==> src/rtl/vfma_issue_sequencer_if.sv <==
// Issue/write-back bundle between the two vector issue slots and the FMA issue sequencer.
// master = requester/consumer side, slave = sequencer side.
interface vfma_issue_sequencer_if #(
  parameter int unsigned TAG_W = 4
);
  logic [1:0]         req_valid;
  logic [3:0]         req_lmul;
  logic [2*TAG_W-1:0] req_tag;
  logic [1:0]         req_ready;
  logic               fma_issue;
  logic [2:0]         fma_group_idx;
  logic               fma_req_id;
  logic               wb_valid;
  logic               wb_req_id;
  logic [2:0]         wb_group_idx;
  logic [TAG_W-1:0]   wb_tag;
  logic               wb_last;
  logic               busy;

  modport master (
    output req_valid, req_lmul, req_tag,
    input  req_ready, fma_issue, fma_group_idx, fma_req_id,
    input  wb_valid, wb_req_id, wb_group_idx, wb_tag, wb_last, busy
  );

  modport slave (
    input  req_valid, req_lmul, req_tag,
    output req_ready, fma_issue, fma_group_idx, fma_req_id,
    output wb_valid, wb_req_id, wb_group_idx, wb_tag, wb_last, busy
  );
endinterface

==> src/rtl/vfma_issue_sequencer.sv <==
// Round-robin issue sequencer for the vector FMA unit: expands each accepted
// instruction into LMUL group micro-ops and tracks them through the fixed-latency pipe.
module vfma_issue_sequencer #(
  parameter int unsigned LATENCY = 2,
  parameter int unsigned TAG_W   = 4
) (
  input  logic                  clock,
  input  logic                  reset,
  vfma_issue_sequencer_if.slave bus
);

  typedef enum logic {S_IDLE, S_ISSUE} state_e;

  state_e           state_q, state_d;
  logic             rr_q;
  logic             id_q;
  logic [TAG_W-1:0] tag_q;
  logic [2:0]       idx_q;
  logic [2:0]       last_idx_q;

  logic [1:0]       grant;
  logic             accept;
  logic             winner;
  logic [1:0]       sel_lmul;
  logic [TAG_W-1:0] sel_tag;
  logic             last_issue;

  // Micro-op in-flight tracker, stage LATENCY-1 is the write-back stage.
  logic [LATENCY-1:0] sr_valid_q;
  logic               sr_id_q   [LATENCY];
  logic [2:0]         sr_idx_q  [LATENCY];
  logic [TAG_W-1:0]   sr_tag_q  [LATENCY];
  logic               sr_last_q [LATENCY];

  logic [TAG_W-1:0]   in_tag;

  always_comb begin
    grant = 2'b00;
    if (bus.req_valid == 2'b11) begin
      grant = rr_q ? 2'b10 : 2'b01;
    end else begin
      grant = bus.req_valid;
    end
  end

  assign accept     = (state_q == S_IDLE) && (grant != 2'b00);
  assign winner     = grant[1];
  assign sel_lmul   = winner ? bus.req_lmul[3:2] : bus.req_lmul[1:0];
  assign sel_tag    = winner ? bus.req_tag[2*TAG_W-1:TAG_W] : bus.req_tag[TAG_W-1:0];
  assign last_issue = (state_q == S_ISSUE) && (idx_q == last_idx_q);

  // State register.
  always_ff @(posedge clock) begin
    if (reset) begin
      state_q <= S_IDLE;
    end else begin
      state_q <= state_d;
    end
  end

  // Next-state logic.
  always_comb begin
    state_d = state_q;
    case (state_q)
      S_IDLE:  if (accept) state_d = S_ISSUE;
      S_ISSUE: if (last_issue) state_d = S_IDLE;
      default: state_d = S_IDLE;
    endcase
  end

  // Output logic.
  always_comb begin
    bus.req_ready     = 2'b00;
    bus.fma_issue     = 1'b0;
    bus.fma_group_idx = 3'd0;
    bus.fma_req_id    = 1'b0;
    case (state_q)
      S_IDLE: begin
        bus.req_ready = grant;
      end
      S_ISSUE: begin
        bus.fma_issue     = 1'b1;
        bus.fma_group_idx = idx_q;
        bus.fma_req_id    = id_q;
      end
      default: ;
    endcase
  end

  // Instruction context is captured at accept so later input changes cannot leak in.
  always_ff @(posedge clock) begin
    if (reset) begin
      rr_q       <= 1'b0;
      id_q       <= 1'b0;
      tag_q      <= '0;
      idx_q      <= 3'd0;
      last_idx_q <= 3'd0;
    end else if (accept) begin
      rr_q       <= ~winner;
      id_q       <= winner;
      tag_q      <= sel_tag;
      idx_q      <= 3'd0;
      last_idx_q <= 3'((4'd1 << sel_lmul) - 4'd1);
    end else if (state_q == S_ISSUE) begin
      idx_q <= idx_q + 3'd1;
    end
  end

  assign in_tag = bus.fma_issue ? tag_q : '0;

  always_ff @(posedge clock) begin
    if (reset) begin
      sr_valid_q <= '0;
      for (int i = 0; i < int'(LATENCY); i++) begin
        sr_id_q[i]   <= 1'b0;
        sr_idx_q[i]  <= 3'd0;
        sr_tag_q[i]  <= '0;
        sr_last_q[i] <= 1'b0;
      end
    end else begin
      for (int i = int'(LATENCY) - 1; i > 0; i--) begin
        sr_valid_q[i] <= sr_valid_q[i-1];
        sr_id_q[i]    <= sr_id_q[i-1];
        sr_idx_q[i]   <= sr_idx_q[i-1];
        sr_tag_q[i]   <= sr_tag_q[i-1];
        sr_last_q[i]  <= sr_last_q[i-1];
      end
      sr_valid_q[0] <= bus.fma_issue;
      sr_id_q[0]    <= bus.fma_req_id;
      sr_idx_q[0]   <= bus.fma_group_idx;
      sr_tag_q[0]   <= in_tag;
      sr_last_q[0]  <= last_issue;
    end
  end

  assign bus.wb_valid     = sr_valid_q[LATENCY-1];
  assign bus.wb_req_id    = sr_id_q[LATENCY-1];
  assign bus.wb_group_idx = sr_idx_q[LATENCY-1];
  assign bus.wb_tag       = sr_tag_q[LATENCY-1];
  assign bus.wb_last      = sr_last_q[LATENCY-1];
  assign bus.busy         = (state_q == S_ISSUE) || (sr_valid_q != '0);

endmodule

==> src/flat_wrapper.sv <==
// flat-port wrapper written by rule: the top's interface ports become plain ports
module vfma_issue_sequencer_flat 
#(
  parameter int unsigned LATENCY = 2,
  parameter int unsigned TAG_W   = 4
)
  (clock, reset, bus_req_valid, bus_req_lmul, bus_req_tag, bus_req_ready, bus_fma_issue, bus_fma_group_idx, bus_fma_req_id, bus_wb_valid, bus_wb_req_id, bus_wb_group_idx, bus_wb_tag, bus_wb_last, bus_busy);
  vfma_issue_sequencer_if #(.TAG_W(TAG_W)) bus_i ();
  input  logic clock;
  input  logic reset;
  input wire logic [$bits(bus_i.req_valid)-1:0] bus_req_valid;
  input wire logic [$bits(bus_i.req_lmul)-1:0] bus_req_lmul;
  input wire logic [$bits(bus_i.req_tag)-1:0] bus_req_tag;
  output wire logic [$bits(bus_i.req_ready)-1:0] bus_req_ready;
  output wire logic [$bits(bus_i.fma_issue)-1:0] bus_fma_issue;
  output wire logic [$bits(bus_i.fma_group_idx)-1:0] bus_fma_group_idx;
  output wire logic [$bits(bus_i.fma_req_id)-1:0] bus_fma_req_id;
  output wire logic [$bits(bus_i.wb_valid)-1:0] bus_wb_valid;
  output wire logic [$bits(bus_i.wb_req_id)-1:0] bus_wb_req_id;
  output wire logic [$bits(bus_i.wb_group_idx)-1:0] bus_wb_group_idx;
  output wire logic [$bits(bus_i.wb_tag)-1:0] bus_wb_tag;
  output wire logic [$bits(bus_i.wb_last)-1:0] bus_wb_last;
  output wire logic [$bits(bus_i.busy)-1:0] bus_busy;
  assign bus_i.req_valid = bus_req_valid;
  assign bus_i.req_lmul = bus_req_lmul;
  assign bus_i.req_tag = bus_req_tag;
  assign bus_req_ready = bus_i.req_ready;
  assign bus_fma_issue = bus_i.fma_issue;
  assign bus_fma_group_idx = bus_i.fma_group_idx;
  assign bus_fma_req_id = bus_i.fma_req_id;
  assign bus_wb_valid = bus_i.wb_valid;
  assign bus_wb_req_id = bus_i.wb_req_id;
  assign bus_wb_group_idx = bus_i.wb_group_idx;
  assign bus_wb_tag = bus_i.wb_tag;
  assign bus_wb_last = bus_i.wb_last;
  assign bus_busy = bus_i.busy;
  vfma_issue_sequencer #(.LATENCY(LATENCY), .TAG_W(TAG_W)) u_core (.clock(clock), .reset(reset), .bus(bus_i));
endmodule
==> config.mk <==
export PLATFORM = sky130hd
export DESIGN_NAME = vfma_issue_sequencer_flat
export DESIGN_NICKNAME = d
export VERILOG_FILES = /design/src/rtl/vfma_issue_sequencer_if.sv /design/src/rtl/vfma_issue_sequencer.sv /design/src/flat_wrapper.sv
export SDC_FILE = /design/constraint.sdc
export NUM_CORES = 1
export LEC_CHECK = 0
export BUFFER_PORTS_ARGS = -buffer_cell sky130_fd_sc_hd__buf_2
export CELL_PAD_IN_SITES_DETAIL_PLACEMENT = 0
export CELL_PAD_IN_SITES_GLOBAL_PLACEMENT = 1
export CORE_ASPECT_RATIO = 1.4
export CORE_UTILIZATION = 30
export DETAILED_ROUTE_END_ITERATION = 12
export GPL_TIMING_DRIVEN = 0
export PLACE_DENSITY = 0.59
export SLEW_MARGIN = 20
export SYNTH_ARGS = -nofsm -noshare
export SYNTH_HDL_FRONTEND = slang
export SYNTH_SLANG_ARGS = --single-unit
==> constraint.sdc <==
create_clock -name clock -period 2.7 [get_ports clock]
set_input_delay 0.135 -clock clock [delete_from_list [all_inputs] [get_ports clock]]
set_output_delay 0.135 -clock clock [all_outputs]
set_load 0.02 [all_outputs]
Word level (Yosys, flattened, before mapping)
Memory sizes are Yosys's and may differ from the RTL's.
Index checks and enable logic that the tools add are counted.
{"block": "classes", "n_reduce_logical": 6, "div": 0, "bitwise": 10, "mul": 0, "eq_ne": 2, "add_sub_neg": 2, "order_cmp": 0, "shifts": 1, "mux": 23}
{"cell": "4-bit 2-to-1 mux", "n": 4}
{"cell": "1-bit 2-to-1 mux", "n": 11}
{"cell": "3-bit 2-to-1 mux", "n": 3}
{"cell": "2-bit 2-to-1 mux", "n": 4}
{"cell": "1-bit OR", "n": 8}
{"cell": "2-bit nonzero test", "n": 2}
{"cell": "3-bit by 1-bit adder with 3-bit output, second input constant", "n": 1}
{"cell": "3-bit equality test", "n": 1}
{"cell": "1-bit by 2-bit left shift with 3-bit output, first input constant", "n": 1}
{"cell": "3-bit by 1-bit subtractor with 3-bit output, second input constant", "n": 1}
{"cell": "2-bit equality test, second input constant", "n": 1}
{"cell": "1-bit logical AND", "n": 2}
{"cell": "1-bit inverter", "n": 2}
{"cell": "1-bit one-hot mux with 2 select lines", "n": 1}
{"cell": "2-bit OR reduction", "n": 1}
{"cell": "1-bit logical OR", "n": 1}
{"block": "word_totals", "mem_bits_rw": 18, "ff_bits": 15, "mem_bits_ro": 0, "latch_bits": 0, "memories": 4}
{"name": "u_core.sr_tag_q", "depth": 2, "width": 4, "read_ports": 2, "rd_clocked_by_memory_dff": 0, "wr": 2, "line": "vfma_issue_sequencer.sv:32", "source": "logic [TAG_W-1:0] sr_tag_q [LATENCY];"}
{"name": "u_core.sr_idx_q", "depth": 2, "width": 3, "read_ports": 2, "rd_clocked_by_memory_dff": 0, "wr": 2, "line": "vfma_issue_sequencer.sv:31", "source": "logic [2:0] sr_idx_q [LATENCY];"}
{"name": "u_core.sr_id_q", "depth": 2, "width": 1, "read_ports": 2, "rd_clocked_by_memory_dff": 0, "wr": 2, "line": "vfma_issue_sequencer.sv:30", "source": "logic sr_id_q [LATENCY];"}
{"name": "u_core.sr_last_q", "depth": 2, "width": 1, "read_ports": 2, "rd_clocked_by_memory_dff": 0, "wr": 2, "line": "vfma_issue_sequencer.sv:33", "source": "logic sr_last_q [LATENCY];"}

Longest topological paths before layout
Gate-level depths: netlist of the first run.
{"block": "depth", "word_depth": 6, "ltp_mapped": 4, "mapped_depth_nobuf": 4}

Least setup slack after synthesis of the first run
No wires, ideal clock.
{"block": "synth_path", "kind": "register to output", "from": "reg u_core.state_q", "to": "out bus_busy", "path_stages_with_launch": 3, "t_arrival_ps": 1036, "n_path_buf": 1, "required_ps": 2565, "setup_slack_ps": 1529, "cell_sequence": "dfxtp_1 > buf_2 > or3_1"}
{"block": "synth_via", "elab_chain_cells": 1}
{"item": "start, declared", "line": "vfma_issue_sequencer.sv:14", "source": "state_e state_q, state_d;"}
{"item": "start signal, assigned", "line": "vfma_issue_sequencer.sv:57", "source": "state_q <= state_d;"}
{"item": "1-bit logical OR", "line": "vfma_issue_sequencer.sv:141", "source": "assign bus.busy = (state_q == S_ISSUE) || (sr_valid_q != '0);"}
{"item": "end, declared", "line": "flat_wrapper.sv:23", "source": "output wire logic [$bits(bus_i.busy)-1:0] bus_busy;"}
Every way passes these cells.

Worst setup path in the final report of the first run
Same ends and word-level chain as after synthesis.

==> flow_summary_export.csv, run 1 <==
group,metric,value,unit
cells_and_area,instances_no_fill,211,
clock_network,ctsHtreeMaxLevel,2,
logic_synthesis,ys_async_sr_fraction,0,
logic_synthesis,yosysWarnings,0,
worst_setup_path,cp-startpoint,"u_core.state_q",
worst_setup_path,worstPathArrival,1.36,ns
power,p_leak,0.746,nW
worst_hold_path,hp-class,"in -> reg",
worst_setup_path,crit_chain,"buf_2, or3_1, buf_2",
worst_setup_path,critPathKind,"reg -> out",
worst_setup_path,rrSetupSlack,1.55,ns
global_route,track_usage,0.120,
detailed_routing,drt-total-wl,2410,um
placement,port_buffers,33,
die,io_pins,34,
global_route,antenna_found_initial,0,
sta,fin_crit_sh,0.555,
placement,placedCellCount,203,
power,ir_drop,223,uV
placement,dp_hpwl,1770,um
placement,place_congestion,0.709,
cells_and_area,fin_nets,184,
clock_network,cts.repair.resized,0,
clock_network,numCtsBuffers,5,
detailed_routing,drtIter0Drc,26,
logic_synthesis,synth_nets,144,
run_status,violations,"DRC",
die,coreArea,0.00402,sq mm
sta,whs,0.130,ns
clock_network,cts_tree,"built",
logic_synthesis,synth-main-ff-cell,"dfxtp_1",
worst_setup_path,crit_buf_inv,2,
worst_setup_path,r2r_cells,4,
clock_network,clk_latency,0.28,ns
cells_and_area,fin_util,0.402,
sta,setup_tns,0,ns
logic_synthesis,postSynthRegisterBits,33,
detailed_routing,drt_first_pass_iters,8,
placement,pre_cts_slack,1.51,ns
cells_and_area,area_growth,24.7,%
placement,dpl-instance-area,0.00151,sq mm
global_route,grt_pass1_vias,845,
worst_setup_path,cp-end-kind,"output pin",
sta,finalHoldViolCount,0,
worst_setup_path,critPathTopFamily,"simple AND/OR/NAND/NOR gates",
worst_setup_path,crit_top_cell,"buf_2",
detailed_routing,vias,962,
worst_setup_path,cp_data_required_time,2.57,ns
global_route,grt_max_degree,11,
detailed_routing,drc,3,
sta,slew_violations,0,
cells_and_area,final_cell_area,0.00162,sq mm
worst_setup_path,r2r-start,"u_core.rr_q",
die,die_w,57.5,um
sta,period_needed,1.50,ns
die,rows,27,
sta,clock.fmax,668,MHz
global_route,grt-ovfl-total,0,
run,maxCapViolCount,0,
power,pwr_density_cell,669,mW/mm^2
detailed_routing,wire_per_inst,11.4,um
clock_network,cts.path.max_buffers,2,
worst_setup_path,cp_max_fo,10,
run_status,status,"finished, violations left",
sta,setup_viol,0,
worst_setup_path,critical_path.startpoint_type,"register",
clock_network,cts.sinks,33,
worst_setup_path,cp_slowest_cell,"or3_1",
clock_network,root_buffer,"clkbuf_8",
logic_synthesis,syn_area_per_cell,10.2,sq um
worst_setup_path,crit_cells,3,
detailed_routing,ant_nets,0,
logic_synthesis,ys_seq_area_frac,0.510,
sta,rsz0062_at_grt,"no",
die,start_util,0.322,
clock_network,ctsHoldBuffers,0,
logic_synthesis,synth.distinct_cells,36,
die,die-area,0.00459,sq mm
sta,clock-skew-final,0.00461,ns
worst_setup_path,cp_slowest_stage_delay,0.37,ns
sta,worst_slack,1.20,ns
logic_synthesis,synthCells,127,
clock_network,path_clk_slew,0.07,ns
worst_setup_path,endpoint,"bus_busy",
power,power,1.08,mW
sta,relSlewSlack,0.643,
detailed_routing,viasPerCell,4.56,
sta,worstMarginPinSlew,0.536,ns
logic_synthesis,syn_area,0.00129,sq mm
cells_and_area,drive_gt1_frac,0.351,
logic_synthesis,synth_enable_flop_cells,0,
die,die_height,79.7,um
global_route,grt_first_pass_wirelength,4000,um
cells_and_area,diodes,0,
worst_setup_path,worstReg2RegEnd,"u_core.last_idx_q[0]",
clock_network,post-cts-setup-buffer-count,0,
==> how the worst min path moves through the flow <==
| stage | end | depth (start not counted) | from | slack, ns |
|---|---|---|---|---|
| floorplan | u_core.sr_id_q[0][1] | 1 | reset | 0.21 |
| global placement | u_core.sr_idx_q[0][4] | 1 | u_core.sr_idx_q[0][1] | 0.42 |
| detailed placement | u_core.tag_q[1] | 3 | bus_req_tag[5] | 0.42 |
| CTS | u_core.tag_q[1] | 3 | bus_req_tag[5] | 0.12 |
| global route | u_core.last_idx_q[2] | 3 | bus_req_lmul[2] | 0.12 |
| finish | u_core.tag_q[1] | 3 | bus_req_tag[5] | 0.13 |
==> per-layer routing <==
metal	global-route usage	wire, um
met5	0	0
met3	0.0502	139
met2	0.186	1110
met4	0.0805	68
met1	0.132	1090
==> flip-flops by register name, indices dropped and copies added (netlist names) <==
register	count
u_core.id_q	1
u_core.idx_q	3
u_core.last_idx_q	3
u_core.rr_q	1
u_core.sr_id_q	2
u_core.sr_idx_q	6
u_core.sr_last_q	2
u_core.sr_tag_q	8
u_core.sr_valid_q	2
u_core.state_q	1
u_core.tag_q	4
==> placed cells by master (no fill, tap or decap), types with 2 or more instances in the layout <==
cell | synthesis | layout
buf_2 | 4 | 37
dfxtp_1 | 33 | 33
and2_1 | 13 | 13
nor2b_1 | 10 | 10
buf_4 | 7 | 7
clkbuf_8 | 0 | 7
nor2_1 | 6 | 6
nand3_1 | 6 | 6
a311oi_1 | 6 | 6
xor2_1 | 4 | 4
o21ai_1 | 4 | 4
inv_1 | 3 | 3
a21oi_1 | 3 | 3
nor3_1 | 3 | 3
nand2b_1 | 2 | 2
o21ai_0 | 2 | 2
==> worst register-to-register path: cells and delay by family (launching register included) <==
kind            cells  cell delay [ns]
compound gates      2             0.41
buf+inv             1             0.16
flops               1             0.33
simple gates        1             0.14
==> cell families after synthesis <==
| logic type | share of synthesized area |
|---|---|
| AOI/OAI and AO/OA | 0.135 |
| and+or+nand+nor | 0.224 |
| buffers and inverters | 0.0792 |
| muxes | 0.00773 |
| DFF | 0.510 |
| adders and majority gates | 0.00966 |
| xor gates and xnor gates | 0.0338 |
==> cell type report <==
cell class	count	area, sq um
Fill cell	411	2400
Sequential cell	33	661
Multi-Input combinational cell	78	532
Timing Repair Buffer	33	165
Clock buffer	7	96.3
Buffer	13	91.3
Tap cell	43	53.8
Inverter	3	11.3
Clock inverter	1	5.00
==> power by group <==
group / total, mW / internal, mW / switching [mW]
logic: 0.145 / 0.0644 / 0.0811
clock network: 0.407 / 0.230 / 0.177
registers: 0.528 / 0.513 / 0.0148
total: 1.08 / 0.807 / 0.273
==> synthesized netlist by cell type, drive strengths merged, types with 2 or more instances <==
cell | number | area (sq um)
dfxtp | 33 | 661
and2 | 13 | 81.3
buf | 12 | 87.6
nor2b | 10 | 62.6
nor2 | 8 | 40.0
a311oi | 7 | 67.6
nand3 | 6 | 30.0
o21ai | 6 | 30.0
xor2 | 4 | 35.0
a21oi | 3 | 15.0
inv | 3 | 11.3
nor3 | 3 | 15.0
nand2b | 2 | 12.5
(Power assumes the default switching activity.)
==> inputs of run 2 (changes only) <==
--- a/config.mk
+++ b/config.mk
@@ -12,7 +12,7 @@
 export CORE_UTILIZATION = 30
 export DETAILED_ROUTE_END_ITERATION = 12
 export GPL_TIMING_DRIVEN = 0
-export PLACE_DENSITY = 0.59
+export PLACE_DENSITY = 0.62
 export SLEW_MARGIN = 20
 export SYNTH_ARGS = -nofsm -noshare
 export SYNTH_HDL_FRONTEND = slang
==> constraint.sdc (replaced) <==
create_clock -name clock -period 1.35 [get_ports clock]
set_input_delay 0.0675 -clock clock [delete_from_list [all_inputs] [get_ports clock]]
set_output_delay 0.0675 -clock clock [all_outputs]
set_load 0.02 [all_outputs]
==> flow_summary_export.csv, run 2 (synthesized netlist as in run 1, its figures left out) <==
group,metric,value,unit
sta,worstMarginPinSlew,0.476,ns
sta,relSlewSlack,0.683,
global_route,antenna_found_initial,0,
global_route,grt-ovfl-total,0,
run_status,violations,"DRC",
cells_and_area,drive_gt1_frac,0.371,
placement,port_buffers,33,
detailed_routing,viasPerCell,4.58,
power,swShare,0.260,
sta,clock.fmax,777,MHz
power,power_frac_seq,0.509,
placement,placedCellCount,203,
power,intPower,1.54,mW
clock_network,ctsHtreeMaxLevel,2,
worst_setup_path,cp_max_fo,8,
sta,whs,0.0720,ns
clock_network,cts.path.max_buffers,2,
sta,fin_crit_sh,0.953,
worst_setup_path,worstPathArrival,1.47,ns
die,die-area,0.00459,sq mm
worst_setup_path,cp_slowest_cell,"dfxtp_4",
die,io_pins,34,
die,die_height,79.7,um
clock_network,ctsHoldBuffers,0,
sta,finalHoldViolCount,0,
cells_and_area,top_register,"u_core.sr_tag_q",
global_route,grt_pass1_vias,885,
global_route,track_usage,0.120,
detailed_routing,drtIter0Drc,15,
die,rows,27,
die,die_w,57.5,um
die,coreArea,0.00402,sq mm
power,p_clk_frac,0.334,
detailed_routing,drt_first_pass_iters,10,
worst_hold_path,hp-class,"in -> reg",
clock_network,path_clk_slew,0.06,ns
run,maxCapViolCount,0,
die,start_util,0.322,
detailed_routing,ant_nets,0,
power,p_leak,0.754,nW
run_status,status,"finished, violations left",
clock_network,numCtsBuffers,5,
sta,rsz0062_at_grt,"no",
power,comb_power_share,0.157,
detailed_routing,drt-total-wl,2480,um
worst_setup_path,critPathKind,"reg -> reg",
sta,period_needed,1.29,ns
cells_and_area,num-fill-cells,420,
worst_setup_path,cp-end-kind,"register",
worst_setup_path,crit_chain,"buf_8, buf_4, o21bai_1, o41ai_2",
global_route,grt_max_degree,11,
placement,place_congestion,0.706,
global_route,grt_first_pass_wirelength,4000,um
cells_and_area,fin_nets,186,
cells_and_area,diodes,0,
clock_network,cts_tree,"built",
detailed_routing,wire_per_inst,11.6,um
placement,dpl-instance-area,0.00151,sq mm
cells_and_area,instances_no_fill,213,
worst_setup_path,cp_data_required_time,1.53,ns
worst_setup_path,critical_path.startpoint_type,"register",
cells_and_area,reg_top3,"u_core.sr_tag_q: 8 flops, u_core.sr_idx_q: 6 flops, u_core.tag_q: 4 flops",
power,pwr_density_cell,1270,mW/mm^2
sta,setup_viol,0,
cells_and_area,final_common_cell,"buf_2",
cells_and_area,layout_common_cells,"buf_2, dfxtp_1, and2_1, buf_4, nor2b_1",
sta,setup_tns,0,ns
worst_setup_path,cp_slowest_stage_delay,0.36,ns
cells_and_area,final_cell_area,0.00164,sq mm
cells_and_area,area_growth,26.9,%
sta,clock-skew-final,0.00320,ns
cells_and_area,largest_reg_flops,8,
detailed_routing,drc,3,
clock_network,root_buffer,"clkbuf_8",
detailed_routing,vias,975,
cells_and_area,fin_util,0.409,
power,p_switching,539,uW
placement,dp_hpwl,1850,um
clock_network,clk_latency,0.28,ns
power,ir_drop,517,uV
sta,slew_violations,0,
clock_network,cts.sinks,33,
[run 2: cell types whose count changed in the layout (fill, tap and decap cells not counted), moves of 2 or more]
| cell | delta |
|---|---|
| clkbuf_8 | -2 |
| dfxtp_1 | -2 |
| buf_4 | +4 |
| buf_2 | -4 |
[run 2: metal layers]
layer,up-vias,part of all wire,track usage
li1,513,-,-
met1,428,0.43,0.118
met2,28,0.48,0.208
met3,6,0.053,0.0357
met4,0,0.034,0.0878
met5,-,0,0
[run 2: layout make-up]
cell class | count | area, sq um | area share
flip-flops and latches | 33 | 666 | 0.405
well taps | 43 | 53.8 | 0.0327
clock inverters | 2 | 10.0 | 0.00609
repair buffers | 35 | 189 | 0.115
plain buffers | 13 | 104 | 0.0632
multi-input cells | 78 | 537 | 0.327
clock buffers | 6 | 72.6 | 0.0442
inverters | 3 | 11.3 | 0.00685
[run 2: power by group through the flow]
| stage | clock (mW) | combinational [mW] | sequential (mW) |
|---|---|---|---|
| 2_1_floorplan | 0 | 0.202 | 1.08 |
| 3_3_place_gp | 0 | 0.294 | 1.08 |
| 3_5_place_dp | 0 | 0.299 | 1.08 |
| 4_1_cts | 0.721 | 0.304 | 1.06 |
| 5_1_grt | 0.773 | 0.359 | 1.06 |
| 6_report | 0.695 | 0.326 | 1.06 |
[run 2: path summary, 6_finish.rpt]
path / startpoint / to / slack (ns) / cells after the start
setup / recovery: u_core.state_q / u_core.last_idx_q[0] / 0.06 / 4
hold / removal: bus_req_tag[6] / u_core.tag_q[2] / 0.07 / 3
setup reg to reg: u_core.state_q / u_core.last_idx_q[0] / 0.06 / 4
hold reg to reg: u_core.sr_tag_q[0][2] / u_core.sr_tag_q[0][6] / 0.43 / 1
[run 2: through the flow]
step | setup slack, ns | total power [mW]
6_report | 0.0630 | 2.08
3_3_place_gp | 0.214 | 1.37
3_5_place_dp | 0.163 | 1.38
2_1_floorplan | 0.212 | 1.28
4_1_cts | -0.0107 | 2.08
5_1_grt | 0.0103 | 2.19
[run 2: repair_timing]
item	CTS	global route
buffers inserted	0	2
resized for setup	4	8
pin swaps	0	1
setup endpoints to repair	2	2
[run 2: worst max-delay path: cells and delay by family (launching register included)]
| family | cells | cell delay (ns) |
|---|---|---|
| AOI/OAI and AO/OA | 2 | 0.56 |
| buffers and inverters | 2 | 0.27 |
| DFF | 1 | 0.36 |
==> inputs of run 3 (changes only) <==
--- a/config.mk
+++ b/config.mk
@@ -12,8 +12,7 @@
 export CORE_UTILIZATION = 30
 export DETAILED_ROUTE_END_ITERATION = 12
 export GPL_TIMING_DRIVEN = 0
-export PLACE_DENSITY = 0.62
-export SLEW_MARGIN = 20
+export PLACE_DENSITY_LB_ADDON = 0.1
 export SYNTH_ARGS = -nofsm -noshare
 export SYNTH_HDL_FRONTEND = slang
 export SYNTH_SLANG_ARGS = --single-unit
==> flow_summary_export.csv, run 3 (synthesized netlist as in run 1, its figures left out) <==
group,metric,value,unit
run_status,status,"finished, violations left",
run_status,violations,"DRC",
die,coreArea,0.00402,sq mm
clock_network,clk_latency,0.27,ns
detailed_routing,viasPerCell,4.65,
clock_network,cts.path.max_buffers,2,
worst_setup_path,cp_slowest_stage_delay,0.34,ns
worst_setup_path,worstPathArrival,1.21,ns
detailed_routing,wire_per_inst,11.7,um
sta,slew_violations,0,
global_route,grt-ovfl-total,0,
sta,relSlewSlack,0.669,
cells_and_area,final_common_cell,"buf_2",
die,die_w,57.5,um
worst_setup_path,cp_data_required_time,1.28,ns
clock_network,path_clk_slew,0.06,ns
clock_network,cts_tree,"built",
run,maxCapViolCount,0,
global_route,grt_first_pass_wirelength,4220,um
worst_setup_path,crit_chain,"buf_4, inv_1, nand3_1, inv_1, buf_2",
die,io_pins,34,
cells_and_area,fin_nets,185,
sta,rsz0062_at_grt,"no",
sta,clock.fmax,781,MHz
cells_and_area,drive_gt1_frac,0.361,
worst_setup_path,cp_max_fo,4,
placement,place_congestion,0.678,
power,p_leak,0.748,nW
detailed_routing,drt_first_pass_iters,8,
worst_setup_path,cp_slowest_cell,"dfxtp_4",
cells_and_area,largest_reg_flops,8,
sta,period_needed,1.28,ns
sta,whs,0.0660,ns
detailed_routing,drt-total-wl,2480,um
worst_setup_path,cp-end-kind,"output pin",
clock_network,numCtsBuffers,5,
cells_and_area,top_register,"u_core.sr_tag_q",
clock_network,root_buffer,"clkbuf_8",
placement,placedCellCount,203,
detailed_routing,drtIter0Drc,14,
sta,setup_viol,0,
worst_setup_path,crit_buf_inv,4,
sta,clock-skew-final,0.00176,ns
detailed_routing,drc,3,
worst_setup_path,critical_path.startpoint_type,"register",
clock_network,cts.sinks,33,
cells_and_area,diodes,0,
detailed_routing,ant_nets,0,
worst_setup_path,critPathKind,"reg -> out",
die,die_height,79.7,um
detailed_routing,vias,986,
power,pwr_density_cell,1260,mW/mm^2
clock_network,ctsHtreeMaxLevel,2,
die,start_util,0.322,
sta,worstMarginPinSlew,0.496,ns
global_route,antenna_found_initial,0,
die,die-area,0.00459,sq mm
worst_setup_path,critPathTopFamily,"buffers and inverters",
placement,dp_hpwl,1790,um
cells_and_area,instances_no_fill,212,
worst_hold_path,hp-class,"in -> reg",
sta,finalHoldViolCount,0,
placement,port_buffers,33,
cells_and_area,layout_common_cells,"buf_2, dfxtp_1, and2_1, buf_4, nor2b_1",
die,rows,27,
power,ir_drop,394,uV
sta,setup_tns,0,ns
cells_and_area,reg_top3,"u_core.sr_tag_q: 8 flops, u_core.sr_idx_q: 6 flops, u_core.tag_q: 4 flops",
global_route,grt_pass1_vias,932,
cells_and_area,area_growth,25.6,%
worst_setup_path,crit_top_cell,"inv_1",
global_route,track_usage,0.122,
global_route,grt_max_degree,11,
sta,fin_crit_sh,0.948,
run 3: cell types whose count changed in the layout (fill, tap and decap cells not counted):
cell	previous run	this run
buf_4	11	10
buf_8	2	1
buf_6	1	2
or3_1	0	1
or3_4	1	0
run 3: worst min-delay path: cells and delay by family:
family | cells | cell delay (ns)
simple gates | 1 | 0.06
buf+inv | 1 | 0.09
compound gates | 1 | 0.07
run 3: cell type report:
class | instances | area, sq um
fillers | 391 | 2390
flip-flops and latches | 33 | 666
multi-input cells | 78 | 532
repair buffers | 34 | 181
plain buffers | 13 | 100
clock buffers | 6 | 72.6
well taps | 43 | 53.8
inverters | 3 | 11.3
clock inverters | 2 | 10.0
run 3: what timing repair did:
| action | 4_1_cts | 5_1_grt |
|---|---|---|
| buffers inserted | 1 | 0 |
| hold buffers | 0 | 0 |
| setup endpoints to repair | 2 | 2 |
| gates cloned | 0 | 0 |
| pin swaps | 1 | 0 |
| gates resized for setup | 7 | 2 |
run 3: stage by stage:
| step | cell area (sq um) | util | worst slack, ns | total power, mW |
|---|---|---|---|---|
| 5_1_grt | 1630 | 0.405 | 0.00191 | 2.19 |
| 3_5_place_dp | 1510 | 0.377 | 0.210 | 1.37 |
| 4_1_cts | 1620 | 0.404 | 0.0377 | 2.09 |
| 6_report | 1630 | 0.405 | 0.0702 | 2.06 |
| 2_1_floorplan | 1290 | - | 0.212 | 1.28 |
| 3_3_place_gp | 1510 | 0.377 | 0.200 | 1.37 |
run 3: worst paths after layout:
kind         cells past startpoint                      to  slack (ns)                   start
min reg2reg                      1  u_core.sr_last_q[0][1]        0.43  u_core.sr_last_q[0][0]
max reg2reg                      5    u_core.last_idx_q[1]        0.12          u_core.state_q
max                              5        bus_req_ready[1]        0.07          u_core.state_q
min                              3         u_core.tag_q[1]        0.07          bus_req_tag[5]
run 3: layer usage:
metal / GRT usage / routed length (um) / up-vias
met2: 0.201 / 1260 / 30
li1: - / - / 513
met5: 0 / 0 / -
met4: 0.0585 / 34 / 0
met3: 0.0502 / 138 / 4
met1: 0.134 / 1040 / 439
run 3: where the power goes:
group          switching, mW  leakage, nW  internal (mW)  total [mW]
clock                  0.326       0.0450          0.356       0.682
sequential            0.0277        0.270           1.03        1.05
combinational          0.172        0.433          0.146       0.318
total                  0.526        0.748           1.53        2.06
